==> src/rtl/npu_pkg.sv <==
// Shared types and constants for the NPU job scheduler.
package npu_pkg;

    localparam int   DESC_W   = 65;
    localparam logic JOB_INIT = 1'b0;
    localparam logic JOB_RUN  = 1'b1;

    typedef enum logic [2:0] {
        ST_IDLE  = 3'd0,
        ST_LOAD  = 3'd1,
        ST_ISSUE = 3'd2,
        ST_WAIT  = 3'd3,
        ST_ACK   = 3'd4,
        ST_TOUT  = 3'd5,
        ST_GAP   = 3'd6
    } sched_state_e;

endpackage

==> src/rtl/npu_job_fifo.sv <==
// Synchronous descriptor FIFO with occupancy output; no write-to-read bypass.
module npu_job_fifo #(
    parameter int DEPTH = 4,
    parameter int W     = 65
) (
    input  logic                     clk,
    input  logic                     hreset,
    input  logic                     push_i,
    input  logic                     pop_i,
    input  logic                     flush_i,
    input  logic [W-1:0]             wdata_i,
    output logic [W-1:0]             rdata_o,
    output logic                     full_o,
    output logic                     empty_o,
    output logic [$clog2(DEPTH):0]   level_o
);
    localparam int AW = $clog2(DEPTH);

    logic [W-1:0]  mem_q [DEPTH];
    logic [AW-1:0] wr_ptr_q;
    logic [AW-1:0] rd_ptr_q;
    logic [AW:0]   level_q;
    logic          do_push;
    logic          do_pop;

    assign full_o  = (level_q == (AW+1)'(DEPTH));
    assign empty_o = (level_q == '0);
    assign do_push = push_i && !full_o;
    assign do_pop  = pop_i && !empty_o;
    assign rdata_o = mem_q[rd_ptr_q];
    assign level_o = level_q;

    always_ff @(posedge clk or negedge hreset) begin
        if (!hreset) begin
            wr_ptr_q <= '0;
            rd_ptr_q <= '0;
            level_q  <= '0;
        end else if (flush_i) begin
            wr_ptr_q <= '0;
            rd_ptr_q <= '0;
            level_q  <= '0;
        end else begin
            if (do_push) wr_ptr_q <= wr_ptr_q + AW'(1);
            if (do_pop)  rd_ptr_q <= rd_ptr_q + AW'(1);
            level_q <= level_q + (AW+1)'(do_push) - (AW+1)'(do_pop);
        end
    end

    // Storage needs no reset; occupancy guards every read.
    always_ff @(posedge clk) begin
        if (do_push) mem_q[wr_ptr_q] <= wdata_i;
    end

endmodule

==> src/rtl/npu_job_sched.sv <==
// Job scheduler: queues INIT/RUN descriptors and sequences them into the NPU controller.
//   state | meaning
//   IDLE  | waiting for sched_en and a queued job (pop here)
//   LOAD  | popped descriptor held; issue pulse prepared
//   ISSUE | init_ram/start pulse visible; watchdog cleared
//   WAIT  | waiting for matching interrupt or watchdog expiry
//   ACK   | int_clr + job_done visible
//   TOUT  | stop + int_clr visible, err set
//   GAP   | settle cycles before the next issue
module npu_job_sched import npu_pkg::*; #(
    parameter int QDEPTH = 4,
    parameter int TO_W   = 24,
    parameter int GAP    = 2
) (
    input  logic                      clk,
    input  logic                      hreset,
    input  logic                      sched_en,
    input  logic                      job_valid,
    output logic                      job_ready,
    input  logic                      job_type,
    input  logic [31:0]               job_in_depth,
    input  logic [31:0]               job_out_depth,
    input  logic [TO_W-1:0]           timeout_val,
    input  logic                      abort,
    input  logic                      err_clr,
    output logic                      init_ram,
    output logic                      start,
    output logic                      stop,
    output logic                      int_clr,
    output logic                      int_en_init,
    output logic                      int_en_npu,
    output logic [31:0]               npu_datain_depth,
    output logic [31:0]               npu_dataout_depth,
    input  logic                      interrupt0,
    input  logic                      interrupt1,
    output logic                      busy,
    output logic                      job_done,
    output logic [15:0]               done_cnt,
    output logic                      err,
    output logic [$clog2(QDEPTH):0]   q_level
);
    localparam int GW = (GAP > 1) ? $clog2(GAP) : 1;

    sched_state_e      state_q;
    logic              act_type_q;
    logic [TO_W-1:0]   wdog_q;
    logic [TO_W-1:0]   wdog_inc;
    logic [GW-1:0]     gap_q;
    logic              init_ram_q, start_q, stop_q, int_clr_q, job_done_q, err_q;
    logic [15:0]       done_cnt_q;
    logic [31:0]       din_q, dout_q;

    logic              fifo_full, fifo_empty, fifo_push, fifo_pop, abort_act, irq_match;
    logic [DESC_W-1:0] fifo_rdata;

    // Abort is a no-op when there is nothing to kill.
    assign abort_act = abort && !(state_q == ST_IDLE && fifo_empty);
    assign fifo_push = job_valid && !abort;
    assign fifo_pop  = (state_q == ST_IDLE) && sched_en && !fifo_empty && !abort;
    assign irq_match = (act_type_q == JOB_RUN) ? interrupt1 : interrupt0;
    assign wdog_inc  = wdog_q + TO_W'(1);

    npu_job_fifo #(.DEPTH(QDEPTH), .W(DESC_W)) u_fifo (
        .clk     (clk),
        .hreset  (hreset),
        .push_i  (fifo_push),
        .pop_i   (fifo_pop),
        .flush_i (abort_act),
        .wdata_i ({job_type, job_in_depth, job_out_depth}),
        .rdata_o (fifo_rdata),
        .full_o  (fifo_full),
        .empty_o (fifo_empty),
        .level_o (q_level)
    );

    always_ff @(posedge clk or negedge hreset) begin
        if (!hreset) begin
            state_q    <= ST_IDLE;
            act_type_q <= JOB_INIT;
            wdog_q     <= '0;
            gap_q      <= '0;
            init_ram_q <= 1'b0;
            start_q    <= 1'b0;
            stop_q     <= 1'b0;
            int_clr_q  <= 1'b0;
            job_done_q <= 1'b0;
            err_q      <= 1'b0;
            done_cnt_q <= '0;
            din_q      <= '0;
            dout_q     <= '0;
        end else begin
            init_ram_q <= 1'b0;
            start_q    <= 1'b0;
            stop_q     <= 1'b0;
            int_clr_q  <= 1'b0;
            job_done_q <= 1'b0;
            if (err_clr) err_q <= 1'b0;
            if (abort_act) begin
                stop_q  <= 1'b1;
                state_q <= ST_IDLE;
            end else begin
                case (state_q)
                    ST_IDLE: if (fifo_pop) begin
                        act_type_q <= fifo_rdata[64];
                        if (fifo_rdata[64] == JOB_RUN) begin
                            din_q  <= fifo_rdata[63:32];
                            dout_q <= fifo_rdata[31:0];
                        end
                        state_q <= ST_LOAD;
                    end
                    ST_LOAD: begin
                        init_ram_q <= (act_type_q == JOB_INIT);
                        start_q    <= (act_type_q == JOB_RUN);
                        state_q    <= ST_ISSUE;
                    end
                    ST_ISSUE: begin
                        wdog_q  <= '0;
                        state_q <= ST_WAIT;
                    end
                    ST_WAIT: begin
                        if (irq_match) begin
                            int_clr_q  <= 1'b1;
                            job_done_q <= 1'b1;
                            done_cnt_q <= done_cnt_q + 16'd1;
                            state_q    <= ST_ACK;
                        end else if (timeout_val != '0 && wdog_inc == timeout_val) begin
                            stop_q    <= 1'b1;
                            int_clr_q <= 1'b1;
                            err_q     <= 1'b1;
                            state_q   <= ST_TOUT;
                        end else begin
                            wdog_q <= wdog_inc;
                        end
                    end
                    ST_ACK, ST_TOUT: begin
                        gap_q   <= GW'(GAP - 1);
                        state_q <= ST_GAP;
                    end
                    ST_GAP: begin
                        if (gap_q == '0) state_q <= ST_IDLE;
                        else             gap_q   <= gap_q - GW'(1);
                    end
                    default: state_q <= ST_IDLE;
                endcase
            end
        end
    end

    assign job_ready         = !fifo_full;
    assign busy              = (state_q != ST_IDLE) || !fifo_empty;
    assign int_en_init       = sched_en;
    assign int_en_npu        = sched_en;
    assign init_ram          = init_ram_q;
    assign start             = start_q;
    assign stop              = stop_q;
    assign int_clr           = int_clr_q;
    assign job_done          = job_done_q;
    assign err               = err_q;
    assign done_cnt          = done_cnt_q;
    assign npu_datain_depth  = din_q;
    assign npu_dataout_depth = dout_q;

endmodule

==> config.mk <==
export PLATFORM = sky130hd
export DESIGN_NAME = npu_job_sched
export DESIGN_NICKNAME = d
export VERILOG_FILES = /design/src/rtl/npu_pkg.sv /design/src/rtl/npu_job_fifo.sv /design/src/rtl/npu_job_sched.sv
export SDC_FILE = /design/constraint.sdc
export NUM_CORES = 1
export LEC_CHECK = 0
export ABC_AREA = 1
export BUFFER_PORTS_ARGS = -buffer_cell sky130_fd_sc_hd__clkbuf_2
export CORE_AREA = 3 3 179 181
export DETAILED_ROUTE_END_ITERATION = 10
export DIE_AREA = 0 0 182 184
export PLACE_DENSITY_LB_ADDON = 0.3
export SLEW_MARGIN = 40
export SYNTH_ARGS = -nofsm -noshare
export SYNTH_HDL_FRONTEND = slang
export SYNTH_SLANG_ARGS = --single-unit
==> constraint.sdc <==
create_clock -name clk -period 3.6 [get_ports clk]
set_input_delay 0.72 -clock clk [delete_from_list [all_inputs] [get_ports clk]]
set_output_delay 0.72 -clock clk [all_outputs]
set_load 0.02 [all_outputs]
Word level (Yosys, flattened, before mapping)
Memories as Yosys holds them, arrays and structs flattened. Cells that the tools add are included.

Flip-flop bits (word level): 122. Memory bits (writable): 260. Input bits: 97. Output and inout port bits: 93. Word-level logic and storage cells: 106. Memories: 1.

Add/subtract/negate cells: 7. Equal/unequal tests: 13. Mux-type cells: 38. Bitwise gates (word level): 2. Reductions and logical operators: 29.

Memories: u_fifo.mem_q (depth 4, bits a word 65, rd ports 1, clocked after Yosys merged registers in 0, write ports 1, line npu_job_fifo.sv:19) `logic [W-1:0] mem_q [DEPTH];`.

Operator list (number): 2-to-1 mux 24 bit (2); case mux 24 bit (2 select lines) (1); adder 24 x 1 -> 24 bit (second input constant) (1); == test 24 bit (1); nonzero test 24 bit (1); 2-to-1 mux 1 bit (23); 2-to-1 mux 3 bit (6); case mux 3 bit (6 select lines) (1); adder 16 x 1 -> 16 bit (second input constant) (1); == test 3 bit (second input constant) (4); logical AND 1 bit (9); AND reduction 3 bit (3); 2-to-1 mux 2 bit (4); AND reduction 4 bit (2); nonzero test 2 bit (4); == test 3 x 2 -> 1 bit (second input constant) (2); zero test 3 bit (2); adder 2 x 1 -> 2 bit (second input constant) (2); zero test 1 bit (4); inequality test 2 bit (second input constant) (2); inequality test 4 bit (second input constant) (1); adder 3 x 1 -> 3 bit (1); == test 3 x 1 -> 1 bit (second input constant) (1); inequality test 3 x 2 -> 1 bit (second input constant) (1); 9 further kinds (10).

Depth between registers and ports, before layout
Depth in word-level cells: 7. Depth in mapped cells: 18. Mapped depth without buffers: 18.

Hierarchy
Synthesis repeated with hierarchy kept, for this count alone.

Cells, all modules: 1392. Area, all modules: 16223.1 sq um.

By module, submodules not included: npu_job_fifo (times used 1, cells an instance 692, area an instance 10206.0 sq um, seq. area each 7982.7 sq um); npu_job_sched (times used 1, cells an instance 700, area an instance 6017.0 sq um, seq. area each 2877.8 sq um).

Worst setup path before layout
No wires, ideal clock.

Kind: input to register. From: in abort. To: mem u_fifo.mem_q[0][0] (enable). Setup time: 0.489 ns. Arrival time: 3.738 ns. Required time: 3.111 ns. Path slack: -0.626 ns. Cell stages on the path: 3. Path buffers: 0. Cells stage by stage: inv_1 > nand3_1 > nor2_1.

Longest elaborated chain between the ends: 5.

Ends and longest elaborated chain: start, declared (line npu_job_sched.sv:24) `input logic abort,`; zero test 1 bit (line npu_job_sched.sv:58) `assign fifo_push = job_valid && !abort;`; logical AND 1 bit (line npu_job_sched.sv:58); logical AND 1 bit (line npu_job_fifo.sv:28) `assign do_push = push_i && !full_o;`; 2-to-1 mux 1 bit (line npu_job_fifo.sv:51) `if (do_push) mem_q[wr_ptr_q] <= wdata_i;`; 2-to-1 mux 1 bit (not written as such) (line npu_job_fifo.sv:51); end, declared (line npu_job_fifo.sv:19).

No other way between the ends.

Worst setup path in the final report
From: reg wdog_q[0]. To: reg wdog_q[3].

Longest elaborated chain between the ends: 5. Elaborated cells on any way between the ends: 8. Those cells by class: add/sub (1); eq/ne (2); mux (3); reduce/logical (2).

Ends and longest elaborated chain: start, declared (line npu_job_sched.sv:46) `logic [TO_W-1:0] wdog_q;`; start signal, assigned (line npu_job_sched.sv:132) `wdog_q <= wdog_inc;`; adder 24 x 1 -> 24 bit (*) (line npu_job_sched.sv:61) `assign wdog_inc = wdog_q + TO_W'(1);`; == test 24 bit (line npu_job_sched.sv:126) `end else if (timeout_val != '0 && wdog_inc == timeout_val) begin`; logical AND 1 bit (line npu_job_sched.sv:126); inequality test 2 bit (no line); AND reduction 4 bit (no line).

Mark *: on every way between the ends. The rest lies on a longest branch, timed or not. The select of a mux whose other input is x is not followed. A chain may end at the register's enable or synchronous reset.

==> run metrics <==
Setup Fix Bufs, Post-CTS 0; DRC viols 0; Setup crit end kind register; CTS tree done; final worst slack 0.782 ns; worst slew pin tran 0.741 ns; final hold vios 0; crit path kind reg2reg; Final Max Tran Viols 0; largest net degree at the start of global routing 99; clk_lat worst skew 0.52 ns; CTS Sinks 382; vias in the first global route 10800; Lkg Pwr 7.77 nW; Finished Cell Area 18900 um^2; Max transition margin 50.6%; arrival time of the worst setup path 3.28 ns; number of antenna violations at the first check in global routing 3; dpl ws 0.825 ns; CTS clock-pin slew for the worst setup and hold paths 0.06 ns; vias per inst 5.44; Hold Crit Class in2async; gate count after technology mapping 1438; r2r setup slk 0.78 ns; Die Area 33500 um^2; diodes inserted 0; CTS Hold Bufs 0; global-route wire length before repair 58300 um; max-cap violations 0; DR pass1 iterations 5; most frequent cells in the layout 260 x edfxtp_1, 235 x nand2_1, 217 x nor2_1; Synth Area in Adders 0.741%; Tmin final 2.82 ns; cell area after synthesis 16200 um^2; status completed; Ys Warns 0; grt ovf 0; Layout Nets 1736; total track usage 21.8%; I/O Pins 190; Vias 11200; total core area 30600 um^2; GP Congestion 0.910; worst reg2reg path depth 17; fraction of layout cells with a size suffix above 1 21.9%; clock buffer count from CTS 40; clock root buffer clkbuf_16; HPWL Detailed 22400 um; startpoint types register; Detail Route Antenna Nets 0; CP Max Fanout 25; multiplexer area fraction after synthesis 4.45%; drt initial violations 770; Net Count, Synth 1544; num rows 64; largest family of logic cells by synthesized area simple AND/OR/NAND/NOR gates; Clock Tree Buf Depth 3; Setup violations, final 0; Mean Syn Cell Area 11.3 um^2; input/output buffers 189; placed cell area 17600 um^2; most common cell after layout, fill and taps aside edfxtp_1; Post-Synth XOR/XNOR Area 0.919%; Die W 182 um; Power Density 674 nW/um^2; wire length per cell 17.8 um; Area growth, synth to finish 16.6%; Distinct cells, synth 38; Setup Total Neg Slack 0 ns; Total Wirelength 36700 um; DIE HEIGHT 184 um; RSZ-0062 raised after global routing no; reg2reg start wdog_q[0]$_DFFE_PN0P_; Starting Density 53.0%; CP required 4.06 ns; clock skew 0.0115 ns; Max H-tree Level 2; Finished Core Util 61.7%; Fmax achieved 355 MHz; Gates resized, CTS repair 0; final cycle utilization of the critical path 78.3%; post-synthesis sequential area ratio 67.0%; worst reg2reg endpoint wdog_q[3]$_DFFE_PN0P_; Peak VDD IR 0.532 mV; Simple-Gate Fraction of Synth Area 15.9%; flops & latches, synth 382; Compound-Gate Fraction of Synth Area 7.25%
[routing by layer]
metal / track usage [%] / wire, um
met5: 0 / 42
met4: 6.22 / 830
met3: 5.26 / 2830
met2: 36.1 / 17600
met1: 29.0 / 15400
[state kept, by name (all words and copies together), names as in the netlist, 2 cells and up]
| signal | cells |
|---|---|
| u_fifo.mem_q | 260 |
| state_q | 3 |
| npu_datain_depth | 32 |
| u_fifo.wr_ptr_q | 2 |
| wdog_q | 24 |
| u_fifo.rd_ptr_q | 2 |
| done_cnt | 16 |
| npu_dataout_depth | 32 |
| u_fifo.level_o | 3 |
[stage by stage]
stage	hold slack (ns)	cells	total power, W
3_5_place_dp	0.457	1983	0.00896
3_3_place_gp	0.452	1983	0.00886
2_1_floorplan	0.424	1438	0.00783
4_1_cts	0.270	2055	0.0129
5_1_grt	0.0624	2056	0.0134
6_report	0.0541	2056	0.0127
[cells in the mapped netlist]
cell | count | area share (%)
nor3_2 | 2 | 0.12
o21ai_0 | 137 | 4.2
nand2_2 | 8 | 0.31
nor2_1 | 221 | 5.1
o21bai_1 | 1 | 0.046
o22ai_1 | 66 | 2.5
nor2_4 | 7 | 0.49
nor4_2 | 1 | 0.077
xor2_1 | 10 | 0.54
buf_1 | 2 | 0.046
buf_4 | 2 | 0.093
a21oi_1 | 9 | 0.28
nor2_2 | 5 | 0.19
nand4_1 | 10 | 0.39
a22o_1 | 1 | 0.054
nand2_4 | 1 | 0.070
clkinv_1 | 1 | 0.023
xnor2_1 | 7 | 0.38
nand3b_1 | 9 | 0.42
ha_1 | 8 | 0.62
nand2_1 | 236 | 5.5
or2_2 | 1 | 0.039
buf_6 | 2 | 0.14
edfxtp_1 | 260 | 48
clkbuf_1 | 43 | 1.0
and2_1 | 1 | 0.039
nor2_8 | 1 | 0.12
inv_1 | 90 | 2.1
dfrtp_1 | 122 | 19
nor3_1 | 9 | 0.28
buf_2 | 10 | 0.31
o31ai_1 | 1 | 0.046
mux2_2 | 64 | 4.4
nand3_1 | 85 | 2.6
fa_1 | 1 | 0.12
inv_2 | 2 | 0.046
o211ai_1 | 1 | 0.046
nand3_4 | 1 | 0.11
[worst max-delay path by stage]
stage                                startpoint                            to  slack [ns]  depth (start not counted)
after CTS                 wdog_q[0]$_DFFE_PN0P_         wdog_q[3]$_DFFE_PN0P_        0.79                         17
after detailed placement  wdog_q[0]$_DFFE_PN0P_        wdog_q[10]$_DFFE_PN0P_        0.82                         17
final                     wdog_q[0]$_DFFE_PN0P_         wdog_q[3]$_DFFE_PN0P_        0.78                         17
after floorplan                           abort  u_fifo.mem_q[0][0]$_DFFE_PP_       -0.63                          3
after global placement    wdog_q[0]$_DFFE_PN0P_         wdog_q[1]$_DFFE_PN0P_        0.91                         17
after global routing      wdog_q[0]$_DFFE_PN0P_         wdog_q[3]$_DFFE_PN0P_        0.47                         15
[final cells by class]
type | count | area, um^2
multi-input cells | 904 | 4770
clock buffers | 53 | 1090
inverters | 93 | 352
repair buffers | 209 | 1160
fillers | 2421 | 11700
well taps | 396 | 495
flip-flops and latches | 382 | 10900
clock inverters | 19 | 149
[worst max-delay path, cell delays in order, from the launching register on]
cell,delay (ns)
dfrtp_1,0.45
ha_1,0.24
nand2_2,0.12
nor2_8,0.17
nand2_2,0.12
nor2_4,0.11
nand2_1,0.06
nand2_1,0.10
nand2_1,0.07
nand2_1,0.06
nand2_1,0.06
nor2_1,0.08
nand3_1,0.08
nor2_2,0.14
nand3_4,0.31
nand2_4,0.38
nand2_1,0.12
nand2_1,0.08
[power by group]
part | internal, W | switching (W) | total [W]
combinational | 0.00103 | 0.00199 | 0.00302
clock | 0.00228 | 0.00161 | 0.00389
sequential | 0.00544 | 0.000400 | 0.00584
[kinds of logic after synthesis]
| family | after synthesis |
|---|---|
| adders and majority gates | 9 |
| and+or+nand+nor | 598 |
| AOI/OAI and AO/OA | 216 |
| xor gates and xnor gates | 17 |
| DFF | 382 |
| buffers and inverters | 152 |
| muxes | 64 |
Note: power is estimated with default switching activity, not from simulation.
